## src/rtl/spi_btn_slave.sv

```systemverilog
// SPI mode-0 slave that lets the ESP32 read debounced buttons, sticky press flags and an ID byte.
// MOSI byte 0 of every frame is latched onto the LEDs.
module spi_btn_slave #(
    parameter int               C_width = 8,
    parameter logic [7:0]       C_id    = 8'hB5,
    parameter int               C_sync  = 2
) (
    input  logic               i_clk,
    input  logic               i_rstn,
    input  logic [C_width-1:0] i_btn,
    input  logic               i_sclk,
    input  logic               i_csn,
    input  logic               i_mosi,
    output logic               o_miso,
    output logic               o_miso_oe,
    output logic [C_width-1:0] o_rx_data,
    output logic               o_rx_valid,
    output logic [C_width-1:0] o_led,
    output logic               o_busy
);

    typedef enum logic {
        S_IDLE,
        S_SHIFT
    } state_t;

    logic [C_sync-1:0]  sclkSync_q, csnSync_q, mosiSync_q;
    logic               sclkPrev_q, csnPrev_q;
    logic [C_width-1:0] btn_q;

    state_t             state_q, state_d;
    logic [C_width-1:0] tx_q, tx_d;
    logic [C_width-1:0] rx_q, rx_d;
    logic [2:0]         bit_q, bit_d;
    logic [1:0]         byte_q, byte_d;
    logic [C_width-1:0] snap_q, snap_d;
    logic [C_width-1:0] flags_q, flags_d;
    logic               miso_q, miso_d;
    logic               oe_q, oe_d;
    logic               busy_q, busy_d;
    logic [C_width-1:0] rxData_q, rxData_d;
    logic               rxValid_q, rxValid_d;
    logic [C_width-1:0] led_q, led_d;
    logic               lastBit_q, lastBit_d;

    logic               sclkS, csnS, mosiS;
    logic               sclkRise, sclkFall, csnRise, csnFall;
    logic [C_width-1:0] newEdges;
    logic [C_width-1:0] rxShift;
    logic [C_width-1:0] nextByte;

    assign sclkS    = sclkSync_q[C_sync-1];
    assign csnS     = csnSync_q[C_sync-1];
    assign mosiS    = mosiSync_q[C_sync-1];
    assign sclkRise = sclkS & ~sclkPrev_q;
    assign sclkFall = ~sclkS & sclkPrev_q;
    assign csnRise  = csnS & ~csnPrev_q;
    assign csnFall  = ~csnS & csnPrev_q;
    assign newEdges = i_btn & ~btn_q;
    assign rxShift  = {rx_q[C_width-2:0], mosiS};

    // Idle levels of the synchronizers match an undriven bus: SCLK low, CSn high.
    always_ff @(posedge i_clk or negedge i_rstn) begin
        if (!i_rstn) begin
            sclkSync_q <= '0;
            csnSync_q  <= '1;
            mosiSync_q <= '0;
            sclkPrev_q <= 1'b0;
            csnPrev_q  <= 1'b1;
            btn_q      <= '0;
        end else begin
            sclkSync_q <= {sclkSync_q[C_sync-2:0], i_sclk};
            csnSync_q  <= {csnSync_q[C_sync-2:0], i_csn};
            mosiSync_q <= {mosiSync_q[C_sync-2:0], i_mosi};
            sclkPrev_q <= sclkS;
            csnPrev_q  <= csnS;
            btn_q      <= i_btn;
        end
    end

    always_ff @(posedge i_clk or negedge i_rstn) begin
        if (!i_rstn) begin
            state_q   <= S_IDLE;
            tx_q      <= '0;
            rx_q      <= '0;
            bit_q     <= '0;
            byte_q    <= '0;
            snap_q    <= '0;
            flags_q   <= '0;
            miso_q    <= 1'b0;
            oe_q      <= 1'b0;
            busy_q    <= 1'b0;
            rxData_q  <= '0;
            rxValid_q <= 1'b0;
            led_q     <= '0;
            lastBit_q <= 1'b0;
        end else begin
            state_q   <= state_d;
            tx_q      <= tx_d;
            rx_q      <= rx_d;
            bit_q     <= bit_d;
            byte_q    <= byte_d;
            snap_q    <= snap_d;
            flags_q   <= flags_d;
            miso_q    <= miso_d;
            oe_q      <= oe_d;
            busy_q    <= busy_d;
            rxData_q  <= rxData_d;
            rxValid_q <= rxValid_d;
            led_q     <= led_d;
            lastBit_q <= lastBit_d;
        end
    end

    // Byte presented after the 8th bit; byte_q has already advanced by then.
    always_comb begin
        case (byte_q)
            2'd1:    nextByte = snap_q;
            2'd2:    nextByte = C_id;
            default: nextByte = '0;
        endcase
    end

    // CSn release outranks everything so a partial byte never commits.
    always_comb begin
        state_d   = state_q;
        tx_d      = tx_q;
        rx_d      = rx_q;
        bit_d     = bit_q;
        byte_d    = byte_q;
        snap_d    = snap_q;
        flags_d   = flags_q | newEdges;
        miso_d    = miso_q;
        oe_d      = oe_q;
        busy_d    = busy_q;
        rxData_d  = rxData_q;
        rxValid_d = 1'b0;
        led_d     = led_q;
        lastBit_d = lastBit_q;

        if (csnRise) begin
            state_d   = S_IDLE;
            oe_d      = 1'b0;
            busy_d    = 1'b0;
            bit_d     = '0;
            byte_d    = '0;
            lastBit_d = 1'b0;
        end else begin
            case (state_q)
                S_IDLE: begin
                    oe_d = 1'b0;
                    if (csnFall) begin
                        tx_d      = i_btn;
                        snap_d    = flags_q;
                        bit_d     = '0;
                        byte_d    = '0;
                        lastBit_d = 1'b0;
                        miso_d    = i_btn[C_width-1];
                        oe_d      = 1'b1;
                        busy_d    = 1'b1;
                        state_d   = S_SHIFT;
                    end
                end
                S_SHIFT: begin
                    if (sclkRise) begin
                        rx_d      = rxShift;
                        bit_d     = bit_q + 3'd1;
                        lastBit_d = (bit_q == 3'd7);
                        if (bit_q == 3'd7) begin
                            rxData_d  = rxShift;
                            rxValid_d = 1'b1;
                            if (byte_q == 2'd0) begin
                                led_d = rxShift;
                            end
                            if (byte_q == 2'd1) begin
                                flags_d = (flags_q & ~snap_q) | newEdges;
                            end
                            if (byte_q != 2'd3) begin
                                byte_d = byte_q + 2'd1;
                            end
                        end
                    end else if (sclkFall) begin
                        if (lastBit_q) begin
                            tx_d   = nextByte;
                            miso_d = nextByte[C_width-1];
                        end else begin
                            tx_d   = tx_q << 1;
                            miso_d = tx_q[C_width-2];
                        end
                    end
                end
                default: state_d = S_IDLE;
            endcase
        end
    end

    assign o_miso     = miso_q;
    assign o_miso_oe  = oe_q;
    assign o_rx_data  = rxData_q;
    assign o_rx_valid = rxValid_q;
    assign o_led      = led_q;
    assign o_busy     = busy_q;

endmodule

```

## config.mk

```make
export PLATFORM = sky130hd
export DESIGN_NAME = spi_btn_slave
export DESIGN_NICKNAME = d
export VERILOG_FILES = /design/src/rtl/spi_btn_slave.sv
export SDC_FILE = /design/constraint.sdc
export NUM_CORES = 1
export LEC_CHECK = 0
export ABC_CLOCK_PERIOD_IN_PS = 3400
export CAP_MARGIN = 20
export CORE_ASPECT_RATIO = 0.9
export CORE_MARGIN = 2
export CORE_UTILIZATION = 30
export CTS_BUF_LIST = sky130_fd_sc_hd__clkbuf_4 sky130_fd_sc_hd__clkbuf_8
export DETAILED_ROUTE_END_ITERATION = 16
export PLACE_DENSITY = 0.59
export SLEW_MARGIN = 20
export SYNTH_ARGS = -nofsm -noshare
export SYNTH_HDL_FRONTEND = slang
export SYNTH_SLANG_ARGS = --single-unit
```

## constraint.sdc

```tcl
create_clock -name i_clk -period 3.4 [get_ports i_clk]
set_input_delay 0.85 -clock i_clk [delete_from_list [all_inputs] [get_ports i_clk]]
set_output_delay 0.85 -clock i_clk [all_outputs]
set_load 0.1 [all_outputs]
```

**Word level (Yosys, flattened, before mapping)**

Cells that the tools add are included.
W data, S select, Z words.

- Bits in writable memories: 0
- Memories: 0
- Register bits: 73
- Output and inout bits: 20
- Bits in latches: 0
- Word-level logic and storage cells: 102
- Bits in read-only memories: 0
- Input port bits: 13

- Add/sub/neg operators: 2
- Magnitude comparators: 0
- Reductions and logical operators: 10
- Multipliers: 0
- Bitwise operators: 16
- Equality and inequality tests: 12
- Multiplexer cells: 42
- Shift-type cells: 0
- Divide/modulo/power cells: 0

Operators with widths:

| cell | count |
|---|---|
| $mux W8 | 5 |
| $mux W7 | 4 |
| $mux W1 | 19 |
| $and A8 B8 Y8 | 2 |
| $not A8 Y8 | 2 |
| $or A8 B8 Y8 | 2 |
| $pmux W8 S2 | 1 |
| $pmux W7 S2 | 1 |
| $reduce_and A4 Y1 | 3 |
| $mux W2 | 5 |
| $mux W3 | 3 |
| $ne A3 B1 Y1 const B | 3 |
| $ne A2 B2 Y1 const B | 3 |
| $not A1 Y1 | 6 |
| $pmux W3 S2 | 1 |
| $reduce_and A3 Y1 | 2 |
| $reduce_and A5 Y1 | 1 |
| $and A1 B1 Y1 | 4 |
| $ne A2 B1 Y1 const B | 2 |
| $pmux W1 S2 | 2 |
| $pmux W2 S2 | 1 |
| $reduce_and A2 Y1 | 2 |
| $add A3 B1 Y3 const B | 1 |
| $eq A3 B3 Y1 const B | 1 |
| other kinds (6) | 6 |

**Logic depth before layout (Yosys ltp)**

Gate-level depths: netlist (run 1).

- Word-level depth: 8
- Gate-level depth with buffers: 8
- Depth with buffers taken out: 7

**Worst setup path after synthesis (run 1)**

OpenSTA, ideal clock, no wires.

- Path kind: register -> register
- From: register csnPrev_q
- To: register led_q[0] (netlist: o_led[0])
- Library setup time: 125 ps
- Data arrival time: 1674 ps
- Stages on the path, launching flop included: 8
- Clock period less this slack: 1799 ps
- Buffers on the path: 0
- Data required time: 3275 ps
- Setup slack: 1601 ps
- Cells stage by stage: dfstp_2 inv_1 ha_1 and4bb_1 nand2_2 inv_4 nand2_4 mux2_4

- Word-level cells in the longest chain between the ends: 4

Ends and longest elaborated chain:

| item | line | text |
|---|---|---|
| from (decl) | 28 | `logic sclkPrev_q, csnPrev_q;` |
| from (signal assigned) | 76 | `csnPrev_q <= csnS;` |
| $not A1 Y1 | 57 | `assign csnRise = csnS & ~csnPrev_q;` |
| $and A1 B1 Y1 | 57 |  |
| $not A1 Y1 (no line) | - |  |
| $reduce_and A5 Y1 (no line) | - |  |
| to (signal assigned) | 110 | `led_q <= led_d;` |
| to (decl) | 43 | `logic [C_width-1:0] led_q, led_d;` |

No other way between the ends.
A chain may end at the register's enable or synchronous reset.

**Worst setup path in the final report (run 1)**

- From: register csnPrev_q
- To: register led_q[1] (netlist: o_led[1])

The elaborated chain is that of the path after synthesis.

==> results.yml, run 1 <==
grt:
  antenna_found_initial: 0
  grt_max_degree: 45
  grt_pass1_vias: 1703
  grt-ovfl-total: 0
  grt_usage_pct: 10.92
  grt_pass1_wl_um: 8928
yosys:
  synth_fp_nets: 254
  syn_inst: 233
  synth_warnings: 0
  synth_cell_types: 33
  synthesis.area_um2: 2944
  avgSynthCellArea_um2: 12.64
  ys_ff_latch: 73
  ys_seq_area_share_pct: 62.18
place:
  dpl_worst_slack_ns: 0.8951
  placed_area_um2: 3349
  place_inst: 384
  gp_congestion: 0.7389
  portBuffers: 32
  dpl.hpwl_um: 3615
floorplan:
  rows: 34
  coreArea_um2: 9614
  die-area_um2: 10620
  start_util_pct: 30.62
  die_y_um: 97.98
  ioPinCount: 33
  die_w_um: 108.4
worst_setup_path:
  crit_required_ns: 3.64
  crit_path_cell_trace: "inv_1 > ha_1 > and4bb_1 > nand2_2 > inv_4 > nand2_4 > mux2_4"
  critPathSlowestCell: "and4bb_1"
  critical_path_peak_fanout: 13
  crit_arrival_ns: 2.73
  slowest_delay_ns: 0.58
  start_kind: "flop"
  critPathKind: "reg2reg"
  endpoint_kind: "flop"
cells_and_area:
  final_area_um2: 3596
  finalNonFillerCells: 400
  final_core_util_pct: 37.40
  layout_common_cells: "dfrtp_1 (70), mux2_2 (23), buf_4 (20)"
  diodes: 0
  final_common_cell: "dfrtp_1"
  syn_to_final_growth_pct: 22.14
  final_nets: 290
  drive_gt1_share_pct: 28.47
worst_hold_path:
  hold_path_class: "reg2reg"
routing:
  drtPass1Iterations: 4
  wl_per_cell_um: 13.44
  routed_wl_um: 5374
  drcViolationCount: 0
  vias: 1796
  drt_iter0_drc: 77
  ant_nets: 0
  vias_per_cell: 4.490
sta:
  finalCritPeriodShare_pct: 73.08
  finalCriticalPeriod_ns: 2.485
  setup_viol: 0
  slew_violations: 0
  hold_violations: 0
  max_slew.worst_pin.slew_ns: 0.7070
  fin_setup_tns_ns: 0
  slew_headroom_pct: 52.87
  fin_skew_ns: 0.01398
  worst_slack_ns: 0.9153
  timing.fmax_mhz: 402.5
  hold_ws_ns: 0.3490
  rsz0062_at_grt: "no"
clocking:
  clk_latency_ns: 0.35
  cts_hold_buffers: 0
  cts_resized: 0
  clk_pin_slew_ns: 0.09
  post_cts_buffers: 0
  clock_sinks: 73
  clockBufferDepth: 2
  numCtsBuffers: 9
  cts_htree_levels: 3
  tritoncts: "yes"
  cts_root_buf: "clkbuf_8"
power_and_ir_drop:
  max-vdd-ir-drop_mv: 0.1973
  p_sw_uw: 525.1
  power.internal_mw: 1.528
  swShare_pct: 25.57
  p_total_mw: 2.053
  p_seq_share_pct: 49.0
  power_frac_comb_pct: 10.6
  p_per_area_nw_per_um2: 571.1
  clockPowerShare_pct: 40.4
  p_leak_nw: 1.617
status:
  status: "finished clean"
job:
  drv_cap: 0
-- cells in the mapped netlist --
cell type  instances  area [µm²]
nand2_2            1       6.260
o21a_1             1       7.510
o22ai_2            1       12.51
nand2_4            1       11.26
mux2i_1            1       10.01
inv_1             18       67.56
nand2_1           14       52.55
a21oi_2            1       8.760
o221ai_1           1       8.760
dfstp_2            3       78.83
a221oi_1           3       26.28
mux2_4             8       120.1
nand3b_1           1       7.510
nor2_1            13       48.80
o21ai_0           19       95.09
nand3_1            7       35.03
buf_4              1       7.510
nand2b_1           6       37.54
a21oi_1           12       60.06
o22ai_1            2       12.51
clkbuf_1           4       15.01
mux2_2            23       259.0
o211ai_1           3       22.52
a22o_1             2       17.52
and4bb_1           1       12.51
dfrtp_1           70        1752
inv_4              1       6.260
mux2_1             1       11.26
nor2_2             1       6.260
ha_1               8       100.1
buf_2              3       15.01
or3_1              1       6.260
nor2b_1            1       6.260
-- flip-flops by register name, indices dropped and copies added (netlist names), 2 cells and up --
name and flops:
btn_q 8, bit_q 3, byte_q 2, csnSync_q 2, rx_q 7, snap_q 8
flags_q 8, sclkSync_q 2, o_rx_data 8, mosiSync_q 2, tx_q 7, o_led 8
-- final timing paths --
| kind | start | end | slack, ns | cells past startpoint |
|---|---|---|---|---|
| setup reg to reg | csnPrev_q$_DFF_PN1_ | o_led[1]$_DFFE_PN0P_ | 0.92 | 7 |
| hold / removal | mosiSync_q[0]$_DFF_PN0_ | mosiSync_q[1]$_DFF_PN0_ | 0.35 | 0 |
| setup / recovery | csnPrev_q$_DFF_PN1_ | o_led[1]$_DFFE_PN0P_ | 0.92 | 7 |
| hold reg to reg | mosiSync_q[0]$_DFF_PN0_ | mosiSync_q[1]$_DFF_PN0_ | 0.35 | 0 |
| max in group asynchronous | i_rstn | btn_q[6]$_DFF_PN0_ | 2.16 | 2 |
| min in group asynchronous | i_rstn | o_led[0]$_DFFE_PN0P_ | 0.54 | 1 |
-- final cells by class --
| type | count | area [µm²] |
|---|---|---|
| Clock buffer | 10 | 131.4 |
| Clock inverter | 6 | 115.1 |
| Fill cell | 965 | 6018 |
| Inverter | 19 | 73.82 |
| Multi-Input combinational cell | 133 | 1002 |
| Sequential cell | 73 | 1831 |
| Tap cell | 126 | 157.7 |
| Timing Repair Buffer | 33 | 285.3 |
-- critical path, delay by kind of cell, from the launching register on --
kind | cells | cell delay (ns)
fa+ha+maj | 1 | 0.26
buf+inv | 2 | 0.24
flops | 1 | 0.53
mux | 1 | 0.32
simple gates | 3 | 1.03
-- layer usage --
metal | global-route usage [%] | vias up | routed length [µm]
met5 | 0 | - | 0
met1 | 15.97 | 880 | 2736
met2 | 14.62 | 37 | 2295
li1 | - | 870 | -
met3 | 3.405 | 9 | 245
met4 | 5.030 | 0 | 97
-- cell families (layout without fill, tap and decap cells) --
kind of cell / count (synthesis) / after routing / share of synthesized area, %
compound gates: 45 / 45 / 9.223
fa+ha+maj: 8 / 8 / 3.400
buf+inv: 27 / 68 / 3.782
flops: 73 / 73 / 62.18
mux: 33 / 33 / 13.60
simple gates: 47 / 47 / 7.820
-- power by group through the flow --
stage	logic (mW)	registers, mW	clock network, mW
after floorplan	0.110	1.05	0
after global placement	0.219	1.02	0
after detailed placement	0.219	1.02	0
after CTS	0.221	1.01	0.850
after global routing	0.237	1.02	0.892
final	0.218	1.01	0.829
Power figures use the tool's default switching activity.
==> run 2, diff against run 1 <==
--- a/config.mk
+++ b/config.mk
@@ -5,14 +5,14 @@
 export SDC_FILE = /design/constraint.sdc
 export NUM_CORES = 1
 export LEC_CHECK = 0
-export ABC_CLOCK_PERIOD_IN_PS = 3400
+export ABC_CLOCK_PERIOD_IN_PS = 2200
 export CAP_MARGIN = 20
 export CORE_ASPECT_RATIO = 0.9
 export CORE_MARGIN = 2
 export CORE_UTILIZATION = 30
 export CTS_BUF_LIST = sky130_fd_sc_hd__clkbuf_4 sky130_fd_sc_hd__clkbuf_8
 export DETAILED_ROUTE_END_ITERATION = 16
-export PLACE_DENSITY = 0.59
+export PLACE_DENSITY = 0.61
 export SLEW_MARGIN = 20
 export SYNTH_ARGS = -nofsm -noshare
 export SYNTH_HDL_FRONTEND = slang
==> constraint.sdc (replaced) <==
create_clock -name i_clk -period 2.2 [get_ports i_clk]
set_input_delay 0.55 -clock i_clk [delete_from_list [all_inputs] [get_ports i_clk]]
set_output_delay 0.55 -clock i_clk [all_outputs]
set_load 0.1 [all_outputs]
==> results.yml, run 2 (synthesized netlist as in run 1, its figures left out) <==
status:
  status: "finished clean"
floorplan:
  start_util_pct: 30.62
  rows: 34
  die-area_um2: 10620
  die_w_um: 108.4
  coreArea_um2: 9614
  ioPinCount: 33
  die_y_um: 97.98
cells_and_area:
  layout_common_cells: "dfrtp_1 (70), buf_4 (24), mux2_2 (23)"
  drive_gt1_share_pct: 29.24
  diodes: 0
  final_nets: 294
  syn_to_final_growth_pct: 21.38
  final_common_cell: "dfrtp_1"
clocking:
  clk_pin_slew_ns: 0.08
  clk_latency_ns: 0.34
  cts_htree_levels: 3
  cts_resized: 0
  numCtsBuffers: 9
  tritoncts: "yes"
  cts_root_buf: "clkbuf_8"
  clockBufferDepth: 2
  cts_hold_buffers: 0
  clock_sinks: 73
  post_cts_buffers: 0
power_and_ir_drop:
  max-vdd-ir-drop_mv: 0.3542
  power.internal_mw: 2.142
  p_sw_uw: 783.1
  clockPowerShare_pct: 35.2
  p_leak_nw: 1.615
  swShare_pct: 26.77
  p_per_area_nw_per_um2: 818.7
  p_seq_share_pct: 52.9
  power_frac_comb_pct: 12.0
sta:
  max_slew.worst_pin.slew_ns: 0.6173
  fin_skew_ns: 0.01137
  rsz0062_at_grt: "no"
  timing.fmax_mhz: 527.5
  slew_headroom_pct: 58.84
  setup_viol: 0
  slew_violations: 0
  hold_ws_ns: 0.2240
  fin_setup_tns_ns: 0
  hold_violations: 0
  finalCritPeriodShare_pct: 86.16
  finalCriticalPeriod_ns: 1.896
worst_setup_path:
  worst_path_dominant_cell_family: "flip-flops"
  critPathKind: "reg2reg"
  crit_arrival_ns: 2.13
  crit_path_cell_trace: "inv_1 > ha_1 > and4bb_1 > nand2_2 > inv_4 > nand2_4 > mux2_4"
  cp_num_buf_inv: 2
  crit_required_ns: 2.44
  endpoint_kind: "flop"
  start_kind: "flop"
  slowest_delay_ns: 0.54
  critPathSlowestCell: "dfstp_2"
  critical_path_peak_fanout: 8
routing:
  drcViolationCount: 0
  routed_wl_um: 5417
  ant_nets: 0
  drtPass1Iterations: 4
  vias: 1802
  wl_per_cell_um: 13.44
  drt_iter0_drc: 98
  vias_per_cell: 4.471
grt:
  grt_pass1_wl_um: 9328
  grt_max_degree: 74
  grt_usage_pct: 11.34
  grt_pass1_vias: 1854
  grt-ovfl-total: 0
  antenna_found_initial: 0
job:
  drv_cap: 0
place:
  dpl.hpwl_um: 3569
  gp_congestion: 0.7747
  portBuffers: 32
worst_hold_path:
  hold_path_class: "in2async"
run 2: cell type report:
class,count,area (µm²)
Fill cell,961,6041
Sequential cell,73,1831
Multi-Input combinational cell,133,1002
Timing Repair Buffer,37,315.3
Tap cell,126,157.7
Clock buffer,10,137.6
Inverter,19,73.82
Clock inverter,5,56.30
run 2: layer usage:
metal  routed length (µm)  up-vias  global-route usage, %  part of all wire [%]
met5                    0        -                      0                     0
met3                  187       11                  2.670                   3.5
met2                 2310       26                  15.14                    43
met1                 2791      888                  16.64                    52
met4                  128        0                  6.509                   2.4
li1                     -      877                      -                     -
run 2: path summary, 6_finish.rpt:
kind                                          from                       to  slack [ns]  cells after the start
setup / recovery               csnPrev_q$_DFF_PN1_     o_led[1]$_DFFE_PN0P_        0.30                      7
hold / removal                              i_rstn     o_led[1]$_DFFE_PN0P_        0.22                      2
setup reg to reg               csnPrev_q$_DFF_PN1_     o_led[1]$_DFFE_PN0P_        0.30                      7
hold reg to reg            sclkSync_q[0]$_DFF_PN0_  sclkSync_q[1]$_DFF_PN0_        0.35                      0
max in group asynchronous                   i_rstn      csnPrev_q$_DFF_PN1_        1.63                      2
min in group i_clk         sclkSync_q[0]$_DFF_PN0_  sclkSync_q[1]$_DFF_PN0_        0.35                      0
run 2: power by group through the flow:
stage	logic [mW]	clock network, mW	registers, mW
final	0.350	1.03	1.55
after detailed placement	0.353	0	1.57
after global routing	0.388	1.12	1.56
after floorplan	0.169	0	1.62
after CTS	0.355	1.07	1.55
after global placement	0.347	0	1.57
run 2: metrics by stage:
| stage | setup WS, ns | std cells | total power [mW] | util, % | cell area, µm² |
|---|---|---|---|---|---|
| floorplan | 0.4010 | 233 | 1.788 | - | 2944 |
| global placement | 0.3369 | 388 | 1.918 | 35.15 | 3379 |
| detailed placement | 0.2922 | 388 | 1.926 | 35.15 | 3379 |
| CTS | 0.2918 | 403 | 2.972 | 37.17 | 3573 |
| global route | 0.2010 | 403 | 3.077 | 37.17 | 3573 |
| finish | 0.3044 | 403 | 2.926 | 37.17 | 3573 |
==> run 3, diff against run 2 <==
--- a/config.mk
+++ b/config.mk
@@ -17,3 +17,4 @@
 export SYNTH_ARGS = -nofsm -noshare
 export SYNTH_HDL_FRONTEND = slang
 export SYNTH_SLANG_ARGS = --single-unit
+export TNS_END_PERCENT = 10
==> results of run 3 <==
Final layout, timing and power as in run 2 (identical DEF).
